==> src/rtl/imm_gen_pipe_pkg.sv <==
// Shared definitions for the immediate generator pipeline.
// Holds the immediate format codes and the default field widths used by
// imm_field_extract and imm_gen_pipe.
package imm_gen_pipe_pkg;

  localparam int DEF_WORD_LENGTH = 32;
  localparam int DEF_SHORT_LEN   = 18;
  localparam int DEF_LONG_LEN    = 22;

  // Codes 5..7 are illegal and produce y = 0 with err = 1.
  localparam logic [2:0] FMT_ZERO = 3'd0;
  localparam logic [2:0] FMT_SIMM = 3'd1;
  localparam logic [2:0] FMT_UIMM = 3'd2;
  localparam logic [2:0] FMT_LIMM = 3'd3;
  localparam logic [2:0] FMT_FUSE = 3'd4;

endpackage

==> src/rtl/imm_field_extract.sv <==
// Combinational immediate field extraction and extension.
// Ports:
//   instr      - instruction word
//   fmt        - immediate format code
//   held       - upper part captured by the most recent LIMM
//   hold_valid - held is valid for fusing
//   y          - generated immediate
//   err        - illegal format, or FUSE with no held upper part
module imm_field_extract
  import imm_gen_pipe_pkg::*;
#(
  parameter int WORD_LENGTH = DEF_WORD_LENGTH,
  parameter int SHORT_LEN   = DEF_SHORT_LEN,
  parameter int LONG_LEN    = DEF_LONG_LEN
) (
  input  logic [WORD_LENGTH-1:0] instr,
  input  logic [2:0]             fmt,
  input  logic [WORD_LENGTH-1:0] held,
  input  logic                   hold_valid,
  output logic [WORD_LENGTH-1:0] y,
  output logic                   err
);
  // Width of the low part a FUSE contributes below the LIMM upper part.
  localparam int LOW_LEN = WORD_LENGTH - LONG_LEN;

  logic [WORD_LENGTH-1:0] simm, uimm, limm, fuse_lo;
  logic                   unused_hi;

  assign simm    = {{(WORD_LENGTH-SHORT_LEN){instr[SHORT_LEN-1]}}, instr[SHORT_LEN-1:0]};
  assign uimm    = {{(WORD_LENGTH-SHORT_LEN){1'b0}}, instr[SHORT_LEN-1:0]};
  assign limm    = {instr[LONG_LEN-1:0], {LOW_LEN{1'b0}}};
  assign fuse_lo = {{LONG_LEN{1'b0}}, instr[LOW_LEN-1:0]};
  // Opcode bits above the long field never feed an immediate.
  assign unused_hi = ^instr[WORD_LENGTH-1:LONG_LEN];

  always_comb begin
    y   = '0;
    err = 1'b0;
    case (fmt)
      FMT_ZERO: y = '0;
      FMT_SIMM: y = simm;
      FMT_UIMM: y = uimm;
      FMT_LIMM: y = limm;
      FMT_FUSE: begin
        y   = hold_valid ? (held | fuse_lo) : fuse_lo;
        err = ~hold_valid;
      end
      default:  err = 1'b1;
    endcase
  end

endmodule

==> src/rtl/imm_gen_pipe.sv <==
// Two-stage immediate generator with valid/ready handshakes.
// Stage 1 captures instr/fmt plus a snapshot of the held LIMM upper part;
// stage 2 registers the extracted y/err.
// Ports:
//   clk, rst            - clock, synchronous active-high reset
//   flush               - drop both stages and the held upper part
//   in_valid/in_ready   - input handshake for instr/fmt
//   out_valid/out_ready - output handshake for y/err
module imm_gen_pipe
  import imm_gen_pipe_pkg::*;
#(
  parameter int WORD_LENGTH = DEF_WORD_LENGTH,
  parameter int SHORT_LEN   = DEF_SHORT_LEN,
  parameter int LONG_LEN    = DEF_LONG_LEN
) (
  input  logic                   clk,
  input  logic                   rst,
  input  logic                   flush,
  input  logic                   in_valid,
  output logic                   in_ready,
  input  logic [WORD_LENGTH-1:0] instr,
  input  logic [2:0]             fmt,
  output logic                   out_valid,
  input  logic                   out_ready,
  output logic [WORD_LENGTH-1:0] y,
  output logic                   err
);
  localparam int LOW_LEN = WORD_LENGTH - LONG_LEN;

  logic [2:1]             vld_q, vld_d;
  logic [WORD_LENGTH-1:0] s1_instr_q, s1_instr_d;
  logic [2:0]             s1_fmt_q, s1_fmt_d;
  logic [WORD_LENGTH-1:0] s1_held_q, s1_held_d;
  logic                   s1_hv_q, s1_hv_d;
  logic [WORD_LENGTH-1:0] y_q, y_d;
  logic                   err_q, err_d;
  logic [WORD_LENGTH-1:0] held_q, held_d;
  logic                   hold_valid_q, hold_valid_d;

  logic                   s2_adv, accept, ext_err;
  logic [WORD_LENGTH-1:0] ext_y;

  imm_field_extract #(
    .WORD_LENGTH(WORD_LENGTH),
    .SHORT_LEN  (SHORT_LEN),
    .LONG_LEN   (LONG_LEN)
  ) u_extract (
    .instr     (s1_instr_q),
    .fmt       (s1_fmt_q),
    .held      (s1_held_q),
    .hold_valid(s1_hv_q),
    .y         (ext_y),
    .err       (ext_err)
  );

  always_comb begin
    s2_adv   = ~vld_q[2] | out_ready;
    in_ready = ~rst & ~flush & (~vld_q[1] | s2_adv);
    accept   = in_valid & in_ready;

    vld_d        = vld_q;
    s1_instr_d   = s1_instr_q;
    s1_fmt_d     = s1_fmt_q;
    s1_held_d    = s1_held_q;
    s1_hv_d      = s1_hv_q;
    y_d          = y_q;
    err_d        = err_q;
    held_d       = held_q;
    hold_valid_d = hold_valid_q;

    if (s2_adv) begin
      vld_d[2] = vld_q[1];
      if (vld_q[1]) begin
        y_d   = ext_y;
        err_d = ext_err;
      end
    end

    if (~vld_q[1] | s2_adv) vld_d[1] = accept;

    // The held register is updated in accept order, so the snapshot taken
    // here already reflects a LIMM accepted on the previous cycle; that is
    // what makes LIMM->FUSE back-to-back work with no bypass mux.
    if (accept) begin
      s1_instr_d = instr;
      s1_fmt_d   = fmt;
      s1_held_d  = held_q;
      s1_hv_d    = hold_valid_q;
      if (fmt == FMT_LIMM) begin
        held_d       = {instr[LONG_LEN-1:0], {LOW_LEN{1'b0}}};
        hold_valid_d = 1'b1;
      end else if (fmt == FMT_FUSE) begin
        hold_valid_d = 1'b0;
      end
    end

    if (flush) begin
      vld_d        = '0;
      held_d       = '0;
      hold_valid_d = 1'b0;
    end
  end

  always_ff @(posedge clk) begin
    if (rst) begin
      vld_q        <= '0;
      s1_instr_q   <= '0;
      s1_fmt_q     <= '0;
      s1_held_q    <= '0;
      s1_hv_q      <= 1'b0;
      y_q          <= '0;
      err_q        <= 1'b0;
      held_q       <= '0;
      hold_valid_q <= 1'b0;
    end else begin
      vld_q        <= vld_d;
      s1_instr_q   <= s1_instr_d;
      s1_fmt_q     <= s1_fmt_d;
      s1_held_q    <= s1_held_d;
      s1_hv_q      <= s1_hv_d;
      y_q          <= y_d;
      err_q        <= err_d;
      held_q       <= held_d;
      hold_valid_q <= hold_valid_d;
    end
  end

  assign out_valid = vld_q[2];
  assign y         = y_q;
  assign err       = err_q;

endmodule

==> config.mk <==
export PLATFORM = sky130hd
export DESIGN_NAME = imm_gen_pipe
export DESIGN_NICKNAME = d
export VERILOG_FILES = /design/src/rtl/imm_gen_pipe_pkg.sv /design/src/rtl/imm_field_extract.sv /design/src/rtl/imm_gen_pipe.sv
export SDC_FILE = /design/constraint.sdc
export NUM_CORES = 1
export LEC_CHECK = 0
export CAP_MARGIN = 15
export CORE_ASPECT_RATIO = 1.25
export CORE_MARGIN = 2
export CORE_UTILIZATION = 52
export DETAILED_ROUTE_END_ITERATION = 8
export MAX_ROUTING_LAYER = met4
export PLACE_DENSITY = 0.83
export SYNTH_ARGS = -nofsm -noshare
export SYNTH_HDL_FRONTEND = slang
export SYNTH_SLANG_ARGS = --single-unit
==> constraint.sdc <==
create_clock -name clk -period 2.15 [get_ports clk]
set_clock_uncertainty 0.1 [all_clocks]
set_input_delay 0.5375 -clock clk [delete_from_list [all_inputs] [get_ports clk]]
set_output_delay 0.5375 -clock clk [all_outputs]
set_load 0.01 [all_outputs]
==> results.toml <==
[floorplan]
chipWidth_um = 84.4
die_area_um2 = 8830
ios = 75
initial_core_util_pct = 53.7
coreArea_um2 = 7840
rows = 36
dieHeight_um = 105

[clock_tree]
numClockSinks = 106
cts.path.max_buffers = 2
clk_pin_slew_ps = 90
root_buffer = "clkbuf_8"
insertion_delay_ps = 370
cts_inserted_buffers = 9
h-tree-depth = 3
cts_tree = "done"

[worst_setup_path]
worstPathRequired_ps = 1510
timing.rr.end = "y[13]"
r2r_slack_ps = 300
cp_max_fo = 2
cp-start-kind = "primary input"
rr_startpoint = "s1_fmt_q[1]"
rr_worst_depth = 6
critPathKind = "in2out"
cp-end-kind = "output pin"
critical_path_arrival_ps = 1450

[drt]
first_iter_violations = 500
wl_met3_um = 515
num_vias = 3788
route.met2.wl_um = 4760
wl_per_cell_um = 14.7
ant_nets = 0
route.detailed.drc = 0
wirelength_um = 9970
vias_per_cell = 5.59
topRoutingLayerUsed = "met4"
met1_length_um = 4420
drt_pass1_iterations = 6

[logic_synthesis]
synth_seq_area_share_pct = 50.4
ys_warn_count = 0
synth.avg_cell_area_um2 = 7.92
synth_area_um2 = 4210
syn-instance-count = 531
syn-num-nets = 571
synthDistinctLibCells = 33
ys_ff_latch = 106

[hold_path]
whs_path_depth = 2
hold_class = "reg2reg"
hold_path.startpoint = "held_q[10]"
hold_end = "s1_held_q[10]"

[pwr]
ir_worst_vdd_uv = 409
p_total_mw = 3.71
cellPowerDensity_nw_per_um2 = 719
p_leak_nw = 1.68

[cells_and_area]
final_common_cell = "nand2_1"
diodes = 0
final_cell_mix = "nand2_1 (165), dfxtp_1 (106), a21oi_1 (86), clkdlybuf4s50_1 (62), o21ai_0 (44)"
finalNonFillerCells = 678
postLayoutCoreUtil_pct = 65.9
syn_to_final_growth_pct = 22.7
layout.nets = 618
fin_area_um2 = 5160
layout-drive-gt1-share_pct = 6.35

[sta]
worst_pin_slew_ps = 797
drv_slew = 0
min_period_ps = 2080
setup_tns_ps = 0
finalHoldViolCount = 0
rsz0062_at_grt = "no"
fin_crit_sh_pct = 96.9
setup_viol_count_final = 0
slew_headroom_pct = 46.8
whs_ps = 358
clock.fmax_ghz = 0.480
setup_ws_ps = 66.3

[global_routing]
grt.total_usage_pct = 23.7
grt_start_max_net_pins = 83
grt_pass1_wl_um = 16400
grt_pass1_vias = 3480
grt_overflow = 0
antenna_found_initial = 0

[place]
placed_area_um2 = 4910
pre_cts_ws_ps = -355
port_buffers = 64
place_congestion = 0.788
numPlacedInstances = 662
dpl.hpwl_um = 6840

[job]
drv_cap = 0

[status]
outcome = "completed"
## logic make-up after synthesis
kind of cell           synth area share (%)
XOR/XNOR                              0.416
buffers and inverters                  5.09
multiplexers                          0.714
flip-flops                             50.4
AO/OA/AOI/OAI                          20.0
AND/OR/NAND/NOR                        23.3
## routing by layer
metal | global-route usage [%] | vias to the layer above
li1 | - | 1878
met4 | 9.98 | 0
met3 | 3.08 | 25
met5 | - | -
met1 | 30.9 | 1755
met2 | 37.2 | 130
## final cells by class
class	count	area, µm²
clock buffers	12	155
clock inverters	4	97.6
fillers	667	2680
inverters	3	11.3
multi-input cells	380	1870
flip-flops and latches	106	2120
well taps	95	119
repair buffers	78	786
## repair_timing
item                                    4_1_cts  5_1_grt
hold buffers                                  0        0
gates resized for setup                       4        0
endpoints found under the setup margin        1        0
setup buffers                                 0        0
## worst max-delay path, stage by stage
cell and delay (ps):
clkdlybuf4s50_1 410, or2_0 250, a21oi_1 110, buf_2 140
## registers in the layout, indices dropped and copies added (netlist names)
| signal | flops |
|---|---|
| vld_q | 2 |
| s1_held_q | 22 |
| err | 1 |
| held_q | 22 |
| y | 32 |
| hold_valid_q | 1 |
| s1_instr_q | 22 |
| s1_fmt_q | 3 |
| s1_hv_q | 1 |
## cells in the mapped netlist
library cell  number  area, µm²
a211oi_1           3       22.5
a21oi_1           86        430
a222oi_1           5       50.1
a22oi_1           11       82.6
and2_0             1       6.26
and2_1            12       75.1
and3_1             1       6.26
and4bb_2           1       12.5
buf_1              3       11.3
buf_2             12       60.1
buf_6              4       45.0
clkbuf_1          23       86.3
dfxtp_1          106       2120
inv_1              3       11.3
mux2i_1            3       30.0
nand2_1          165        619
nand2b_1           5       31.3
nand3_1            5       25.0
nand3_2            1       10.0
nand3b_1          10       75.1
nand4_1            1       6.26
nor2_1            15       56.3
nor2b_1            1       6.26
nor3_1             1       5.00
nor4b_2            1       15.0
nor4b_4            1       23.8
o2111a_1           1       11.3
o21ai_0           44        220
o21ai_2            2       17.5
o2bb2ai_1          1       8.76
or2_0              1       6.26
xnor2_1            1       8.76
xor2_1             1       8.76
## how the worst max path moves through the flow
| stage | startpoint | to | slack, ps | cells past startpoint |
|---|---|---|---|---|
| after floorplan | flush | held_q[10] | 280 | 5 |
| after global placement | flush | in_ready | -360 | 4 |
| after detailed placement | flush | in_ready | -360 | 4 |
| after CTS | flush | in_ready | 60 | 4 |
| after global routing | flush | in_ready | 7 | 4 |
| final | flush | in_ready | 70 | 4 |
## power by group
part / switching (mW) / total [mW] / internal [mW] / leakage [nW]
registers: 0.0260 / 2.01 / 1.98 / 0.856
clock network: 0.654 / 1.49 / 0.837 / 0.123
logic: 0.117 / 0.211 / 0.0932 / 0.698
total: 0.797 / 3.71 / 2.91 / 1.68
Note: power is estimated with default switching activity, not from simulation.
